**src/rtl/serial_monitor_pkg.sv**
```systemverilog
// Shared types and default constants for the UART receive monitor.
package serial_monitor_pkg;

   // Receiver framing states
   typedef enum logic [1:0] {
      ST_IDLE,
      ST_START,
      ST_DATA,
      ST_STOP
   } state_e;

   // 115200 baud at 100 MHz
   localparam int DEF_CLKS_PER_BIT = 868;
   // Receive FIFO entries, power of two
   localparam int DEF_FIFO_DEPTH   = 16;

endpackage : serial_monitor_pkg

```
**src/rtl/sync_fifo.sv**
```systemverilog
// Single-clock show-ahead FIFO. A push is refused only when full and not
// popping in the same cycle; a pop is ignored when empty.
module sync_fifo #(
   parameter  int WIDTH = 8,
   parameter  int DEPTH = 16,
   localparam int AW    = $clog2(DEPTH)
) (
   input  logic             clk,
   input  logic             rst,
   input  logic             push,
   input  logic             pop,
   input  logic [WIDTH-1:0] din,
   output logic [WIDTH-1:0] dout,
   output logic             empty,
   output logic             full,
   output logic [AW:0]      level
);

   logic [WIDTH-1:0] mem_q [DEPTH];
   logic [AW-1:0]    wr_ptr_q, wr_ptr_d;
   logic [AW-1:0]    rd_ptr_q, rd_ptr_d;
   logic [AW:0]      level_q, level_d;
   logic             do_push, do_pop;

   assign empty   = (level_q == '0);
   assign full    = (level_q == (AW+1)'(DEPTH));
   assign do_pop  = pop & ~empty;
   assign do_push = push & (~full | pop);
   assign level   = level_q;
   // Head entry is shown directly; zero while empty so the output is defined after reset
   assign dout    = empty ? '0 : mem_q[rd_ptr_q];

   // Next pointer and occupancy values
   always_comb begin
      // NOTE: every output of this block gets a value before any branch, so no latch is inferred.
      wr_ptr_d = wr_ptr_q;
      rd_ptr_d = rd_ptr_q;
      level_d  = level_q;
      if (do_push) wr_ptr_d = wr_ptr_q + AW'(1);
      if (do_pop)  rd_ptr_d = rd_ptr_q + AW'(1);
      case ({do_push, do_pop})
         2'b10:   level_d = level_q + (AW+1)'(1);
         2'b01:   level_d = level_q - (AW+1)'(1);
         default: level_d = level_q;
      endcase
   end

   // Pointer and occupancy registers
   always_ff @(posedge clk) begin
      // NOTE: sequential state uses non-blocking assignments so every flop sees pre-edge values.
      if (rst) begin
         wr_ptr_q <= '0;
         rd_ptr_q <= '0;
         level_q  <= '0;
      end else begin
         wr_ptr_q <= wr_ptr_d;
         rd_ptr_q <= rd_ptr_d;
         level_q  <= level_d;
      end
   end

   // Storage array write port
   always_ff @(posedge clk) begin
      // NOTE: the array is deliberately not reset; stale entries are never visible because dout is gated by empty.
      if (do_push) mem_q[wr_ptr_q] <= din;
   end

endmodule : sync_fifo

```
**src/rtl/serial_monitor.sv**
```systemverilog
// UART 8N1 receiver feeding a show-ahead FIFO, with framing-error pulse and
// sticky overflow flag.
module serial_monitor
   import serial_monitor_pkg::*;
#(
   parameter  int CLKS_PER_BIT = DEF_CLKS_PER_BIT,
   parameter  int FIFO_DEPTH   = DEF_FIFO_DEPTH,
   localparam int LW           = $clog2(FIFO_DEPTH) + 1
) (
   input  logic          clk100,
   input  logic          sys_rst,
   input  logic          serial_tx,
   output logic [7:0]    m_data,
   output logic          m_valid,
   input  logic          m_ready,
   output logic [LW-1:0] level,
   output logic          frame_err,
   output logic          overflow,
   input  logic          overflow_clr
);

   localparam int            CW        = $clog2(CLKS_PER_BIT);
   localparam logic [CW-1:0] BIT_LAST  = CW'(CLKS_PER_BIT - 1);
   localparam logic [CW-1:0] HALF_LAST = CW'(CLKS_PER_BIT / 2 - 1);

   logic          sync1_q, rxs_q;
   state_e        state_q, state_d;
   logic          armed_q, armed_d;
   logic [CW-1:0] cnt_q, cnt_d;
   logic [2:0]    idx_q, idx_d;
   logic [7:0]    shreg_q, shreg_d;
   logic          frame_err_q, frame_err_d;
   logic          overflow_q, overflow_d;
   logic          push, pop, fifo_empty, fifo_full;

   // Framing decoder: next state, counters and byte assembly from the synchronised line
   always_comb begin
      state_d     = state_q;
      armed_d     = armed_q;
      cnt_d       = cnt_q;
      idx_d       = idx_q;
      shreg_d     = shreg_q;
      frame_err_d = 1'b0;
      push        = 1'b0;
      case (state_q)
         ST_IDLE: begin
            cnt_d = '0;
            // Only a falling edge after a seen-high line starts a frame, so a held break is ignored
            if (rxs_q)        armed_d = 1'b1;
            else if (armed_q) state_d = ST_START;
         end
         ST_START: begin
            if (cnt_q == HALF_LAST) begin
               cnt_d = '0;
               idx_d = '0;
               state_d = rxs_q ? ST_IDLE : ST_DATA;
            end else begin
               cnt_d = cnt_q + CW'(1);
            end
         end
         ST_DATA: begin
            if (cnt_q == BIT_LAST) begin
               cnt_d   = '0;
               shreg_d = {rxs_q, shreg_q[7:1]};
               if (idx_q == 3'd7) state_d = ST_STOP;
               else               idx_d   = idx_q + 3'd1;
            end else begin
               cnt_d = cnt_q + CW'(1);
            end
         end
         ST_STOP: begin
            if (cnt_q == BIT_LAST) begin
               cnt_d   = '0;
               state_d = ST_IDLE;
               if (rxs_q) begin
                  push = 1'b1;
               end else begin
                  frame_err_d = 1'b1;
                  armed_d     = 1'b0;
               end
            end else begin
               cnt_d = cnt_q + CW'(1);
            end
         end
         default: state_d = ST_IDLE;
      endcase
   end

   // Overflow is sticky; a new drop wins over a coincident clear
   always_comb begin
      overflow_d = (push & fifo_full & ~pop) | (overflow_q & ~overflow_clr);
   end

   // Synchroniser, FSM and flag registers
   always_ff @(posedge clk100) begin
      if (sys_rst) begin
         sync1_q     <= 1'b1;
         rxs_q       <= 1'b1;
         state_q     <= ST_IDLE;
         armed_q     <= 1'b0;
         cnt_q       <= '0;
         idx_q       <= '0;
         shreg_q     <= '0;
         frame_err_q <= 1'b0;
         overflow_q  <= 1'b0;
      end else begin
         sync1_q     <= serial_tx;
         rxs_q       <= sync1_q;
         state_q     <= state_d;
         armed_q     <= armed_d;
         cnt_q       <= cnt_d;
         idx_q       <= idx_d;
         shreg_q     <= shreg_d;
         frame_err_q <= frame_err_d;
         overflow_q  <= overflow_d;
      end
   end

   assign pop       = m_valid & m_ready;
   assign m_valid   = ~fifo_empty;
   assign frame_err = frame_err_q;
   assign overflow  = overflow_q;

   sync_fifo #(
      .WIDTH (8),
      .DEPTH (FIFO_DEPTH)
   ) u_fifo (
      .clk   (clk100),
      .rst   (sys_rst),
      .push  (push),
      .pop   (pop),
      .din   (shreg_q),
      .dout  (m_data),
      .empty (fifo_empty),
      .full  (fifo_full),
      .level (level)
   );

endmodule : serial_monitor

```
**config.mk**
```make
export PLATFORM = sky130hd
export DESIGN_NAME = serial_monitor
export DESIGN_NICKNAME = d
export VERILOG_FILES = /design/src/rtl/serial_monitor_pkg.sv /design/src/rtl/sync_fifo.sv /design/src/rtl/serial_monitor.sv
export SDC_FILE = /design/constraint.sdc
export NUM_CORES = 1
export LEC_CHECK = 0
export CORE_MARGIN = 2
export CORE_UTILIZATION = 35
export CTS_CLUSTER_SIZE = 24
export DETAILED_ROUTE_END_ITERATION = 10
export HOLD_SLACK_MARGIN = 0.03
export REMOVE_ABC_BUFFERS = 1
export SYNTH_ARGS = -nofsm -noshare
export SYNTH_HDL_FRONTEND = slang
export SYNTH_SLANG_ARGS = --single-unit
```
**constraint.sdc**
```tcl
create_clock -name clk100 -period 4.37 [get_ports clk100]
set_input_delay 0.437 -clock clk100 [delete_from_list [all_inputs] [get_ports clk100]]
set_output_delay 0.437 -clock clk100 [all_outputs]
set_load 0.05 [all_outputs]
```
==> summary.md <==
| Metric | Value |
|---|---|
| Status | finished, final reports clean |
| I/O Buffers | 20 |
| Fmax | around 270 MHz |
| Routed WL | approximately 14000 microns |
| # setup viols final | 0 |
| Post-synthesis adder-cell area fraction | 0.0226 |
| Post-cts resize count | 0 |
| Post-layout min period | between 3 and 4 ns |
| DR iter-0 viols | 290 |
| Cell area power density | approximately 390 nW/um^2 |
| NumNets Final | ~500 |
| Synth Flop Type | edfxtp_1 |
| Placed cell area | 7660 sq um |
| Synth Area in Compound Gates | 0.0501 |
| Fin area | just over 8000 sq um |
| Main combinational cell family by area after synthesis | multiplexers |
| Core area | 20200 sq um |
| Number of global-route vias before repair | roughly 4000 |
| Initial Utilization | 0.355 |
| Asr flop ratio synth | 0 |
| Crit share post-route | 0.842 |
| #FFs+latches synth | between 150 and 200 |
| CTS max path bufs | 2 |
| TNS Setup | 0 ns |
| Die footprint | 21700 sq um |
| IR drop worst, VDD | about 0.26 mV |
| Routed vias | between 3000 and 4000 |
| CP Class | reg2reg |
| IO Pins | 21 |
| Yosys warns | 0 |
| CTS tree | done |
| EDFF count, synth | 128 |
| RSZ-0062 raised after global routing | false |
| Actual slew at the worst max-slew pin | 0.873 ns |
| Final slew viol count | 0 |
| Hold Path Class | reg2reg |
| Slew margin rel. | 0.416 |
| Mapped Area | just over 7000 sq um |
| Synth Area in XOR/XNOR | 0.0170 |
| First-pass GRT wire length | 21900 microns |
| Layout area overhead | 14.7% |
| Post-Place Worst Slack | roughly 0.73 ns |
| R2r setup slk | slightly below 0.7 ns |
| Pin count of the biggest net entering global routing | 33 |
| CP Capture Type | register |
| Residual DRC | 0 |
| Layout cells sized above 1 | 0.154 |
| Inserted Diodes | 0 |
| H-tree levels | 4 |
| HPWL Detailed | ~8800 microns |
| Static leakage | about 2.6 nW |
| All-Layer GR Usage | 0.135 |
| CTS buffer count | 17 |
| Die Wd | 147 microns |
| Clock latency on the worst-skew pair | ~0.42 ns |
| Gpl congestion | 0.772 |
| Vias per cell | between 5 and 6 |
| Initial antenna violation count | 0 |
| CP startpoint kind | register |
| Die Y | 147 microns |
| CP Max Fanout | 11 |
| Row count | 52 |
| Synth cell types | 52 |
| Syn_area_per_cell | around 15 sq um |
| First-pass DRT Iterations | 4 |
| Clock tree sinks | around 170 |
| Hold-fix buffers, CTS | 0 |
| Postcts setup bufs | 0 |
| Post-synthesis mux area share | 0.127 |
| Remaining antenna violation count | 0 |
| Remaining global-route overflow | 0 |
| Worst setup slack after layout | a little under 0.7 ns |
| Final hold vios | 0 |
| Drt wl/cell | approximately 18 microns |
| Max_cap viols | 0 |
| Skew final | ~0.0053 ns |
| Simple logic cell fraction of the synthesized area | 0.102 |
| Critical path data required time | approximately 4.7 ns |
| Root buf cell | clkbuf_16 |
| Critical Path AT | roughly 4.0 ns |
| Syn Inst Count | 470 |
| Register area share after synthesis | 0.660 |
| Clock slew at reported path FFs | ~0.060 ns |
power breakdown:
part	switching (mW)	internal [mW]
combinational	0.00978	0.00721
sequential	0.00246	1.74
clock	0.636	0.853
metrics by stage:
step	total power [mW]	hold WS [ns]	utilization	instances
2_1_floorplan	1.78	0.389	-	441
3_3_place_gp	1.80	0.391	0.379	738
3_5_place_dp	1.80	0.398	0.379	738
4_1_cts	3.28	0.413	0.408	770
5_1_grt	3.35	0.439	0.408	770
6_report	3.25	0.414	0.408	770
routing by layer:
layer  track usage  wire (microns)  up-vias
met2         0.223            6690       74
li1              -               -     1848
met3        0.0348             500       11
met4        0.0389             106        0
met1         0.176            6470     2002
met5             0               0        -
sequential cells by signal (all words and copies together), names as in the netlist, named ones only:
register and cells:
u_fifo.mem_q 128, cnt_q 10, shreg_q 8, u_fifo.level 5, u_fifo.rd_ptr_q 4, u_fifo.wr_ptr_q 4
idx_q 3, armed_q 1, frame_err 1, overflow 1, rxs_q 1, state_q 1
sync1_q 1
critical path: stages (launching register included):
cell      delay [ns]
dfxtp_1         0.39
ha_1            0.23
nand4_1         0.21
or4_4           0.61
nor2_1          0.30
inv_1           0.11
ha_1            0.33
ha_1            0.28
or4b_2          0.61
a211o_1         0.29
o311a_1         0.13
o311ai_0        0.09
cells in the mapped netlist, types with 4 or more instances:
cell	instances	share of area
a211oi_1	17	0.018
a21oi_1	9	0.0063
and2_1	13	0.011
and4_1	5	0.0061
buf_1	4	0.0021
clkbuf_1	21	0.011
dfxtp_1	45	0.13
edfxtp_1	128	0.53
ha_1	13	0.023
inv_1	10	0.0052
mux2i_1	19	0.026
mux4_2	32	0.10
nand2_1	9	0.0047
nand2b_1	6	0.0052
nand3_1	8	0.0056
nand3b_1	4	0.0042
nand4_1	5	0.0043
nor2_1	36	0.019
nor2b_1	12	0.010
nor3_1	6	0.0042
o211ai_1	4	0.0042
o21ai_0	7	0.0049
or4_1	4	0.0042
xnor2_1	6	0.0073
xor2_1	8	0.0097
cells in the final DEF (no fill, tap or decap), drive strengths merged, types with 8 or more instances in the layout:
cell type / n
mux4: 32
and2: 13
nor2b: 12
clkbuf: 17
nand3: 8
nand2: 9
a21oi: 9
clkdlybuf4s50: 20
edfxtp: 128
mux2i: 19
o21ai: 8
xor2: 8
ha: 13
a211oi: 17
inv: 17
nor2: 36
dfxtp: 45
cell type report:
| cell class | count | area, sq um |
|---|---|---|
| timing repair buffer | 27 | 253 |
| inverter | 10 | 37.5 |
| clock buffer | 17 | 425 |
| clock inverter | 15 | 160 |
| tap | 270 | 338 |
| sequential | 173 | 4750 |
| fill | 1845 | 12000 |
| multi-input combinational | 258 | 2290 |
path summary, 6_finish.rpt:
kind | endpoint | depth (start not counted) | from
worst max-delay path | u_fifo.level[4] | 11 | cnt_q[0]
worst min-delay path | rxs_q | 1 | sync1_q
worst max register to register | u_fifo.level[4] | 11 | cnt_q[0]
worst min register to register | rxs_q | 1 | sync1_q
kinds of logic after synthesis:
| group | count (synthesis) |
|---|---|
| AOI/OAI and AO/OA | 52 |
| adders and majority gates | 13 |
| DFF | 173 |
| xor gates and xnor gates | 14 |
| buffers and inverters | 39 |
| muxes | 51 |
| and+or+nand+nor | 128 |
Note: power is estimated with default switching activity, not from simulation.
